`config.mk`:
```
export PLATFORM = sky130hd
export DESIGN_NAME = esfa_cell_hs
export DESIGN_NICKNAME = d
export VERILOG_FILES = /design/src/rtl/esfa_cell_hs.sv
export SDC_FILE = /design/constraint.sdc
export NUM_CORES = 1
export LEC_CHECK = 0
export CAP_MARGIN = 15
export CORE_MARGIN = 10
export CORE_UTILIZATION = 60
export CTS_CLUSTER_DIAMETER = 60
export CTS_CLUSTER_SIZE = 16
export DETAILED_ROUTE_END_ITERATION = 10
export GPL_TIMING_DRIVEN = 0
export PLACE_DENSITY = 0.82
export RECOVER_POWER = 25
export REMOVE_ABC_BUFFERS = 1
export SYNTH_ARGS = -nofsm -noshare
export SYNTH_HDL_FRONTEND = slang
export SYNTH_SLANG_ARGS = --single-unit
export TNS_END_PERCENT = 10
```
`constraint.sdc`:
```
create_clock -name clk -period 8.5 [get_ports clk]
set_clock_uncertainty 0.15 [all_clocks]
set_input_delay 0.85 -clock clk [delete_from_list [all_inputs] [get_ports clk]]
set_output_delay 0.85 -clock clk [all_outputs]
set_load 0.01 [all_outputs]
```
`src/rtl/esfa_cell_hs.sv`:
```
// esfa_cell_hs: one ESFA array element executing ops over a cmd/rsp valid-ready handshake.
// Define ESFA_CELL_HITCNT_EN to add the hit_count output (LOOKUP hits, saturating).
module esfa_cell_hs #(
    parameter int HW = 8,
    parameter int IW = 8,
    parameter int VW = 8,
    parameter int DEPTH = 8
) (
    input  logic                         clk,
    input  logic                         reset,
    input  logic [HW-1:0]                handle,
    input  logic                         cmd_valid,
    output logic                         cmd_ready,
    input  logic [2:0]                   cmd_op,
    input  logic [IW-1:0]                cmd_index,
    input  logic [VW-1:0]                cmd_value,
    input  logic [HW-1:0]                cmd_meta,
    input  logic                         cmd_is_meta,
    output logic                         rsp_valid,
    input  logic                         rsp_ready,
    output logic                         rsp_hit,
    output logic [(HW > VW ? HW : VW)-1:0] rsp_value,
    output logic [HW-1:0]                rsp_context,
    output logic                         ovf,
    output logic                         elt_def
`ifdef ESFA_CELL_HITCNT_EN
    , output logic [15:0]                hit_count
`endif
);
    localparam int RW = HW > VW ? HW : VW;
    localparam int XW = HW > IW ? HW : IW;
    localparam logic [HW:0] DEPTH_W = (HW+1)'(DEPTH);
    typedef enum logic [1:0] {IDLE, EXEC, RESP} state_t;
    typedef enum logic [2:0] {OP_UPDATE, OP_LOOKUP, OP_ENCODE, OP_CONGRUE_UP,
                              OP_CONGRUE_DOWN, OP_MARK_AVAIL, OP_ENRANK, OP_CLEAR} op_t;
    state_t state, state_n;
    op_t op_q;
    logic [IW-1:0] idx_q, index, n_index;
    logic [VW-1:0] val_q, value, n_value;
    logic [HW-1:0] meta_q, array_code, rank, low, high;
    logic [HW-1:0] n_code, n_rank, n_low, n_high, n_ctx;
    logic [RW-1:0] n_rv;
    logic [HW:0] t;
    logic isq_q, arr_def, n_arr, n_elt, n_hit, clamp, ci_eq, enc;

    // Saturating helpers return {clamped, result}.
    function automatic logic [HW:0] inc(input logic [HW-1:0] x);
        return (&x) ? {1'b1, x} : {1'b0, x + 1'b1};
    endfunction

    function automatic logic [HW:0] dec(input logic [HW-1:0] x);
        return (x == '0) ? {1'b1, x} : {1'b0, x - 1'b1};
    endfunction

    assign ci_eq = XW'(idx_q) == XW'(handle);
    assign enc = isq_q && arr_def && ({1'b0, meta_q} < DEPTH_W) && meta_q == array_code;

    always_comb begin
        state_n = state == IDLE ? (cmd_valid ? EXEC : IDLE) : state == EXEC ? RESP : rsp_ready ? IDLE : RESP;
        cmd_ready = state == IDLE && !reset;
        rsp_valid = state == RESP;
    end

    always_comb begin
        n_arr = arr_def;
        n_elt = elt_def;
        n_code = array_code;
        n_rank = rank;
        n_low = low;
        n_high = high;
        n_index = index;
        n_value = value;
        n_hit = 1'b0;
        n_rv = '0;
        n_ctx = '0;
        clamp = 1'b0;
        t = '0;
        case (op_q)
            OP_UPDATE: begin
                n_hit = meta_q == handle && isq_q;
                if (n_hit) begin
                    n_arr = 1'b1;
                    n_elt = 1'b1;
                    n_code = handle;
                    n_low = handle;
                    n_high = handle;
                    n_index = idx_q;
                    n_value = val_q;
                    n_rank = HW'(1);
                end
                n_rv = RW'(handle);
                n_ctx = handle;
            end
            OP_LOOKUP: begin
                n_hit = index == idx_q && low <= meta_q && meta_q <= high && isq_q;
                n_rv = RW'(value);
                n_ctx = rank;
            end
            OP_ENCODE: begin
                n_hit = enc;
                n_rv = RW'(array_code);
                n_ctx = array_code;
            end
            OP_CONGRUE_UP: begin
                if (ci_eq && isq_q) begin
                    t = inc(meta_q);
                    n_code = t[HW-1:0];
                    n_low = t[HW-1:0];
                    n_high = t[HW-1:0];
                    clamp |= t[HW];
                    t = inc(val_q[HW-1:0]);
                    n_rank = t[HW-1:0];
                    clamp |= t[HW];
                end else begin
                    if (arr_def && isq_q && array_code > meta_q) begin
                        t = inc(array_code);
                        n_code = t[HW-1:0];
                        clamp |= t[HW];
                    end
                    if (elt_def && isq_q && low > meta_q) begin
                        t = inc(low);
                        n_low = t[HW-1:0];
                        clamp |= t[HW];
                    end
                    if (elt_def && isq_q && high >= meta_q) begin
                        t = inc(high);
                        n_high = t[HW-1:0];
                        clamp |= t[HW];
                    end
                end
                n_hit = n_code != array_code || n_low != low || n_high != high || n_rank != rank;
            end
            OP_CONGRUE_DOWN: begin
                if (ci_eq && isq_q) begin
                    n_arr = 1'b0;
                    n_rank = '0;
                end
                if (elt_def && isq_q && meta_q < low) begin
                    t = dec(low);
                    n_low = t[HW-1:0];
                    clamp |= t[HW];
                    t = dec(high);
                    n_high = t[HW-1:0];
                    clamp |= t[HW];
                end else if (elt_def && isq_q && low <= meta_q && meta_q <= high) begin
                    t = dec(high);
                    n_high = t[HW-1:0];
                    clamp |= t[HW];
                end
                // An element whose range collapsed no longer exists.
                if (elt_def && n_low > n_high) begin
                    n_elt = 1'b0;
                    n_arr = 1'b0;
                    n_hit = 1'b1;
                end
                if (n_arr && isq_q && array_code > meta_q) begin
                    t = dec(array_code);
                    n_code = t[HW-1:0];
                    clamp |= t[HW];
                end
            end
            OP_MARK_AVAIL: begin
                n_hit = !elt_def;
                n_rv = RW'(handle);
                n_ctx = handle;
            end
            OP_ENRANK: begin
                n_hit = enc;
                n_rv = RW'(rank);
                n_ctx = rank;
            end
            OP_CLEAR: begin
                if (ci_eq) begin
                    n_arr = 1'b0;
                    n_elt = 1'b0;
                    n_code = '0;
                    n_rank = '0;
                    n_low = '0;
                    n_high = '0;
                    n_index = '0;
                    n_value = '0;
                    n_hit = 1'b1;
                end
            end
        endcase
    end

    always_ff @(posedge clk or posedge reset) begin
        if (reset) begin
            state <= IDLE;
            op_q <= OP_UPDATE;
            idx_q <= '0;
            val_q <= '0;
            meta_q <= '0;
            isq_q <= 1'b0;
            arr_def <= 1'b0;
            elt_def <= 1'b0;
            array_code <= '0;
            rank <= '0;
            low <= '0;
            high <= '0;
            index <= '0;
            value <= '0;
            rsp_hit <= 1'b0;
            rsp_value <= '0;
            rsp_context <= '0;
            ovf <= 1'b0;
`ifdef ESFA_CELL_HITCNT_EN
            hit_count <= '0;
`endif
        end else begin
            state <= state_n;
            if (state == IDLE && cmd_valid) begin
                op_q <= op_t'(cmd_op);
                idx_q <= cmd_index;
                val_q <= cmd_value;
                meta_q <= cmd_meta;
                isq_q <= cmd_is_meta;
            end
            if (state == EXEC) begin
                arr_def <= n_arr;
                elt_def <= n_elt;
                array_code <= n_code;
                rank <= n_rank;
                low <= n_low;
                high <= n_high;
                index <= n_index;
                value <= n_value;
                rsp_hit <= n_hit;
                rsp_value <= n_rv;
                rsp_context <= n_ctx;
                ovf <= ovf | clamp;
`ifdef ESFA_CELL_HITCNT_EN
                hit_count <= (op_q == OP_CLEAR && ci_eq) ? '0 :
                             (op_q == OP_LOOKUP && n_hit && !(&hit_count)) ? hit_count + 1'b1 : hit_count;
`endif
            end
        end
    end
endmodule

```
==> impl_metrics.csv, run 1 <==
group,metric,value,unit
finish,final_nets,1091,
yosys,ys.warnings.count,0,
die,start_util,61.2,%
finish,final_area,8920,um2
outcome,violations,"capacitance limit, slew limit",
yosys,async_flop_share,100,%
finish,num-fill-cells,1100,
pwr,p_per_area,393,nW/um2
yosys,syn_inst,998,
hold_path,hold_path_startpoint,"rsp_value[3]",
global_route,grt_pass1_wl,42300,um
die,die_area,18500,um2
worst_setup_path,slowest_delay,0.85,ns
pwr,pwr-share-seq,29.1,%
timing,rsz0062_at_grt,"false",
drt,drc,0,
placement,hpwl,19600,um
pwr,internal_power,0.00169,W
global_route,antenna_found_initial,0,
timing,period_share,70.7,%
global_route,grt_max_degree,69,
die,io_pins,61,
placement,numPortBuffers,60,
clocking,clk_latency,0.37,ns
die,core_area,13200,um2
placement,finalWeightedCongestion,1.04,
worst_setup_path,cp-start-kind,"flip-flop",
clocking,tritoncts,"yes",
worst_setup_path,slowest_stage,"a211oi_1",
clocking,clk_pin_slew,0.07,ns
worst_setup_path,cp_max_fo,16,
worst_setup_path,critPathRequiredTime,8.60,ns
yosys,synth.distinct_cells,90,
timing,period_minus_slack,6.01,ns
drt,routed_wl,26700,um
drt,drt-pass1-iter-count,7,
timing,tightest_slew,3.82,ns
worst_setup_path,cp_num_buf_inv,1,
pwr,comb_power_share,58.4,%
timing,max_freq,0.166,GHz
run,cap_violations,1,
finish,antennaDiodeCount,0,
die,die_y,136,um
global_route,grtUsageTotal,29.0,%
global_route,grt_overflow,0,
yosys,synth-main-ff-cell,"dfrtp_1",
yosys,avgSynthCellArea,8.08,um2
finish,final_core_util,67.7,%
die,die_w,136,um
clocking,cts_resized,0,
timing,setup_viol,0,
pwr,clkPwrFrac,12.5,%
timing,hold_viol_final,0,
worst_setup_path,path_class,"flip-flop to flip-flop",
finish,syn2layout_area_growth,10.6,%
pwr,p_sw_share,51.8,%
pwr,power.switching,0.00182,W
drt,via_per_inst,6.79,
yosys,yosysSeqAreaShare,30.4,%
clocking,postCtsSetupBuffers,0,
yosys,synth_area,8070,um2
clocking,cts_buffers,9,
timing,relSlewSlack,-155,%
die,rows,42,
timing,fin_setup_tns,0,ns
worst_setup_path,worstPathCellList,"inv_1 -> ha_1 -> nand4_1 -> nor2_1 -> a21oi_1 -> or2_2 -> a211oi_1 -> mux2i_1 -> ha_1 -> nor2b_1 -> o21a_1 -> o21ai_0 -> a21oi_1 -> o221a_2 -> a2111oi_0 -> o21ai_2 -> o32a_1",
pwr,total_power,0.00351,W
global_route,grt_pass1_vias,7706,
yosys,synth-seq-cells,98,
pwr,vdd_drop_max,224,uV
worst_setup_path,cpLargestDelayFamily,"compound AO/OA/AOI/OAI gates",
placement,place_area,8620,um2
worst_setup_path,end_kind,"flip-flop",
timing,drv_slew,69,
worst_setup_path,r2r_start,"high[2]",
drt,drt_iter0_drc,1235,
drt,drtAntennaViolNets,0,
pwr,p_leak,3.58,nW
outcome,status,"finished, violations left",
finish,drive_gt1_share,7.30,%
clocking,htreeDepth,3,
drt,wl_per_cell,22.5,um
clocking,clockBufferDepth,2,
hold_path,worstHoldPathType,"flip-flop to flip-flop",
clocking,cts_hold_buf,0,
worst_setup_path,arrival,6.11,ns
yosys,synth-edff-count,0,
worst_setup_path,critPathLaunch,"high[2]",
clocking,cts_sinks,98,
drt,vias,8082,
clocking,cts_root_buffer,"clkbuf_16",
-- routing by layer --
| layer | wire length [um] | share of wire, % | up-vias | GRT usage (%) |
|---|---|---|---|---|
| li1 | - | - | 3679 | - |
| met1 | 10300 | 38 | 3727 | 36.5 |
| met2 | 12000 | 45 | 528 | 44.0 |
| met3 | 2620 | 9.8 | 148 | 5.83 |
| met4 | 1890 | 7.1 | 0 | 19.8 |
| met5 | 0 | 0 | - | 0 |
-- synthesized netlist by cell type, drive strengths merged, types with 5 or more instances --
library cell	number	area [um2]
xor2	12	105
ha	42	526
a31oi	9	56.3
and3	11	71.3
nor3	32	165
nor2b	7	43.8
o21ai	108	544
a21o	10	76.3
and4	8	70.1
or2	5	31.3
nand2b	7	43.8
o32a	8	81.3
and2	10	66.3
nand4	25	171
buf	17	104
mux2	21	236
a211oi	11	82.6
o211ai	12	90.1
o31ai	10	75.1
xnor2	34	298
dfrtp	98	2450
inv	32	120
clkbuf	47	233
nand3	30	155
nand2	139	537
nor2	66	260
a221oi	13	126
nor4	8	50.1
a21oi	75	379
or3	8	50.1
o22ai	6	37.5
mux2i	19	190
-- state kept, by name (all words and copies together), names as in the netlist, 3 cells and up --
signal,cells
array_code,8
high,8
idx_q,8
index,8
low,8
meta_q,8
rank,8
rsp_context,8
rsp_value,8
val_q,8
value,8
op_q,3
-- kinds of logic after synthesis --
family	count (synthesis)	synth area share, %
adder cells (fa/ha/maj)	42	6.51
buffers and inverters	96	5.66
flip-flops	98	30.4
AO/OA/AOI/OAI	308	24.5
AND/OR/NAND/NOR	368	22.7
XOR/XNOR	46	4.99
multiplexers	40	5.29
-- through the flow --
stage / instances / hold WS (ns) / worst slack [ns]
after detailed placement: 1172 / 0.321 / 2.70
final: 1190 / 0.335 / 2.49
after CTS: 1188 / 0.337 / 2.68
after global routing: 1190 / 0.354 / 2.10
after floorplan: 934 / 0.300 / 3.93
after global placement: 1170 / 0.311 / 2.79
-- worst paths after layout --
path                                 end  slack [ns]  cells past startpoint
max                        array_code[4]        2.49                     17
max reg2reg                array_code[4]        2.49                     17
min reg2reg                 rsp_value[3]        0.33                      2
min in group asynchronous       index[2]        1.10                      2
min                         rsp_value[3]        0.33                      2
max in group asynchronous         low[5]        2.90                      3
-- layout make-up --
cell class                 instances  area (um2)  area share [%]
clock buffer                       9         225            2.52
clock inverter                     7        82.6           0.925
inverter                          32         121            1.36
multi-input combinational        804        5170            57.9
sequential                        98        2450            27.5
tap                              176         220            2.47
timing repair buffer              64         654            7.33
-- worst register-to-register path: cells and delay by family, from the launching register on --
family,cells,cell delay (ns)
AOI/OAI and AO/OA,9,2.98
and+or+nand+nor,4,0.74
adders and majority gates,2,0.69
DFF,1,0.62
muxes,1,0.42
buffers and inverters,1,0.30
-- power by group through the flow --
stage,sequential [W],clock [W],combinational [W]
finish,0.00102,0.000438,0.00205
global route,0.00104,0.000456,0.00225
CTS,0.000999,0.000441,0.00201
detailed placement,0.00101,0,0.00199
global placement,0.000999,0,0.00194
floorplan,0.000892,0,0.00139
-- placed cells by master (no fill, tap or decap), drive strengths merged, types with 4 or more instances in the layout --
cell	n
a211oi	11
clkbuf	11
nand4	25
nand2b	7
dfrtp	98
or3	8
and3	11
inv	34
o21ai	108
mux2	21
nand3	30
nor3	32
or2	5
a31oi	9
a21o	10
clkdlybuf4s50	58
xnor2	34
o211ai	12
a221oi	13
and4	8
o32a	8
nand2	139
or4	4
a41oi	4
o31ai	10
xor2	12
o21bai	4
mux2i	19
ha	42
o22ai	6
nor4	8
a21oi	75
and2	10
nor2b	7
nor2	66
a2111oi	4
Note: power is estimated with default switching activity, not from simulation.
==> inputs of run 2 (changes only) <==
CORE_UTILIZATION = 54   (was 60)
PLACE_DENSITY = 0.77   (was 0.82)
clock period = 5.1 ns   (was 8.5 ns; I/O delays follow)
==> run 2 against run 1 <==
Effect of this change:
- the flow still finishes with violations (capacitance limit, slew limit)
- non-clock buffer count increased by 26
- global-route usage decreased by 3.2 points
- sequential power increased by 63%
- sequential cell count unchanged
- critical path type unchanged
- critical endpoint unchanged
==> impl_metrics.csv, run 2 (same netlist as run 1, synthesis figures left out) <==
group,metric,value,unit
drt,routed_wl,26900,um
timing,whs,0.334,ns
global_route,grt_pass1_vias,7417,
timing,tightest_slew,2.11,ns
finish,layout_common_cells,"nand2_1, o21ai_0, dfrtp_1",
die,io_pins,61,
drt,drc,0,
global_route,grtUsageTotal,25.8,%
die,die_w,142,um
outcome,status,"finished, violations left",
worst_setup_path,cp-start-kind,"flip-flop",
finish,antennaDiodeCount,0,
clocking,clockBufferDepth,2,
timing,period_share,95.3,%
worst_setup_path,slowest_delay,0.42,ns
pwr,p_leak,3.68,nW
timing,relSlewSlack,-41.5,%
clocking,cts_buffers,9,
clocking,tritoncts,"yes",
pwr,vdd_drop_max,326,uV
worst_setup_path,cp_max_fo,5,
worst_setup_path,critPathRequiredTime,5.20,ns
timing,max_freq,0.206,GHz
drt,vias,8207,
worst_setup_path,critPathLaunch,"high[1]",
die,die_area,20200,um2
pwr,p_per_area,655,nW/um2
worst_setup_path,worstPathCellList,"clkinvlp_4 -> ha_1 -> nor2b_1 -> o211ai_1 -> a211oi_1 -> or2_2 -> a211oi_4 -> mux2i_2 -> ha_1 -> nor2b_1 -> o21a_1 -> o21ai_1 -> a21oi_1 -> o221a_2 -> a2111oi_2 -> o21ai_2 -> buf_4 -> o32a_1",
clocking,htreeDepth,3,
finish,syn2layout_area_growth,14.1,%
worst_setup_path,path_class,"flip-flop to flip-flop",
placement,hpwl,19500,um
finish,layout.cells.most_common,"nand2_1",
run,cap_violations,1,
die,rows,44,
finish,final_nets,1117,
drt,drtAntennaViolNets,0,
drt,via_per_inst,6.71,
die,start_util,55.3,%
worst_setup_path,end_kind,"flip-flop",
global_route,grt_max_degree,57,
global_route,grt_overflow,0,
timing,hold_viol_final,0,
clocking,cts_root_buffer,"clkbuf_16",
clocking,cts_sinks,98,
timing,rsz0062_at_grt,"false",
timing,drv_slew,44,
global_route,grt_pass1_wl,41700,um
global_route,antenna_found_initial,0,
timing,period_minus_slack,4.86,ns
placement,numPortBuffers,60,
clocking,clk_pin_slew,0.08,ns
drt,wl_per_cell,22.0,um
outcome,violations,"capacitance limit, slew limit",
placement,finalWeightedCongestion,1.09,
timing,fin_setup_tns,0,ns
finish,num-fill-cells,1289,
hold_path,hold_path_startpoint,"ovf",
timing,setup_viol,0,
finish,drive_gt1_share,12.2,%
drt,drt-pass1-iter-count,6,
hold_path,worstHoldPathType,"flip-flop to flip-flop",
worst_setup_path,slowest_stage,"dfrtp_2",
die,die_y,142,um
worst_setup_path,arrival,4.96,ns
worst_setup_path,r2r_start,"high[1]",
drt,drt_iter0_drc,1032,
die,core_area,14600,um2
clocking,clk_latency,0.36,ns
==> run 2: final timing paths <==
check | to | slack, ns | depth (start not counted)
max | array_code[4] | 0.24 | 18
min | ovf | 0.33 | 1
max reg2reg | array_code[4] | 0.24 | 18
min reg2reg | ovf | 0.33 | 1
max in group asynchronous | value[0] | 1.71 | 3
min in group asynchronous | isq_q | 1.03 | 2
==> run 2: timing repair <==
action | in CTS | in global routing
resized for setup | 15 | 16
pin swaps | 2 | 3
setup buffers | 4 | 21
hold buffers | 0 | 0
setup endpoints to repair | 9 | 9
==> run 2: critical path: cells and delay by family (launching register included) <==
family	cells	cell delay [ns]
fa+ha+maj	2	0.60
compound gates	10	2.26
buf+inv	2	0.36
simple gates	3	0.66
flops	1	0.42
mux	1	0.30
==> run 2: area by class of cell <==
| type | instances | area, um2 | area share, % |
|---|---|---|---|
| multi-input combinational | 804 | 5200 | 56.5 |
| inverter | 32 | 133 | 1.44 |
| sequential | 98 | 2470 | 26.9 |
| clock buffer | 9 | 225 | 2.45 |
| clock inverter | 7 | 72.6 | 0.788 |
| tap | 184 | 230 | 2.50 |
| timing repair buffer | 90 | 868 | 9.43 |
==> run 2: where the power goes <==
part	leakage (nW)	switching, W	internal (W)	total (W)
Combinational	2.31	0.00215	0.00151	0.00366
Sequential	1.22	0.000598	0.00107	0.00166
Clock	0.143	0.000352	0.000346	0.000698
==> run 2: through the flow <==
stage               cells  total power (W)  util [%]  worst slack [ns]  instance area (um2)
detailed placement   1180          0.00499      59.2            -0.632                 8630
global route         1224          0.00644      63.1            0.0162                 9200
global placement     1178          0.00490      58.7            -0.625                 8560
finish               1224          0.00602      63.1             0.237                 9200
CTS                  1200          0.00578      61.7           0.00155                 8990
floorplan             934          0.00380         -             0.532                 7730
==> run 2: routing by layer <==
layer / share of wire, % / routed length, um / track usage [%] / vias up
li1: - / - / - / 3745
met1: 40 / 10800 / 34.2 / 3843
met2: 44 / 11900 / 39.6 / 520
met3: 10 / 2700 / 4.81 / 99
met4: 5.3 / 1440 / 12.7 / 0
met5: 0 / 0 / 0 / -
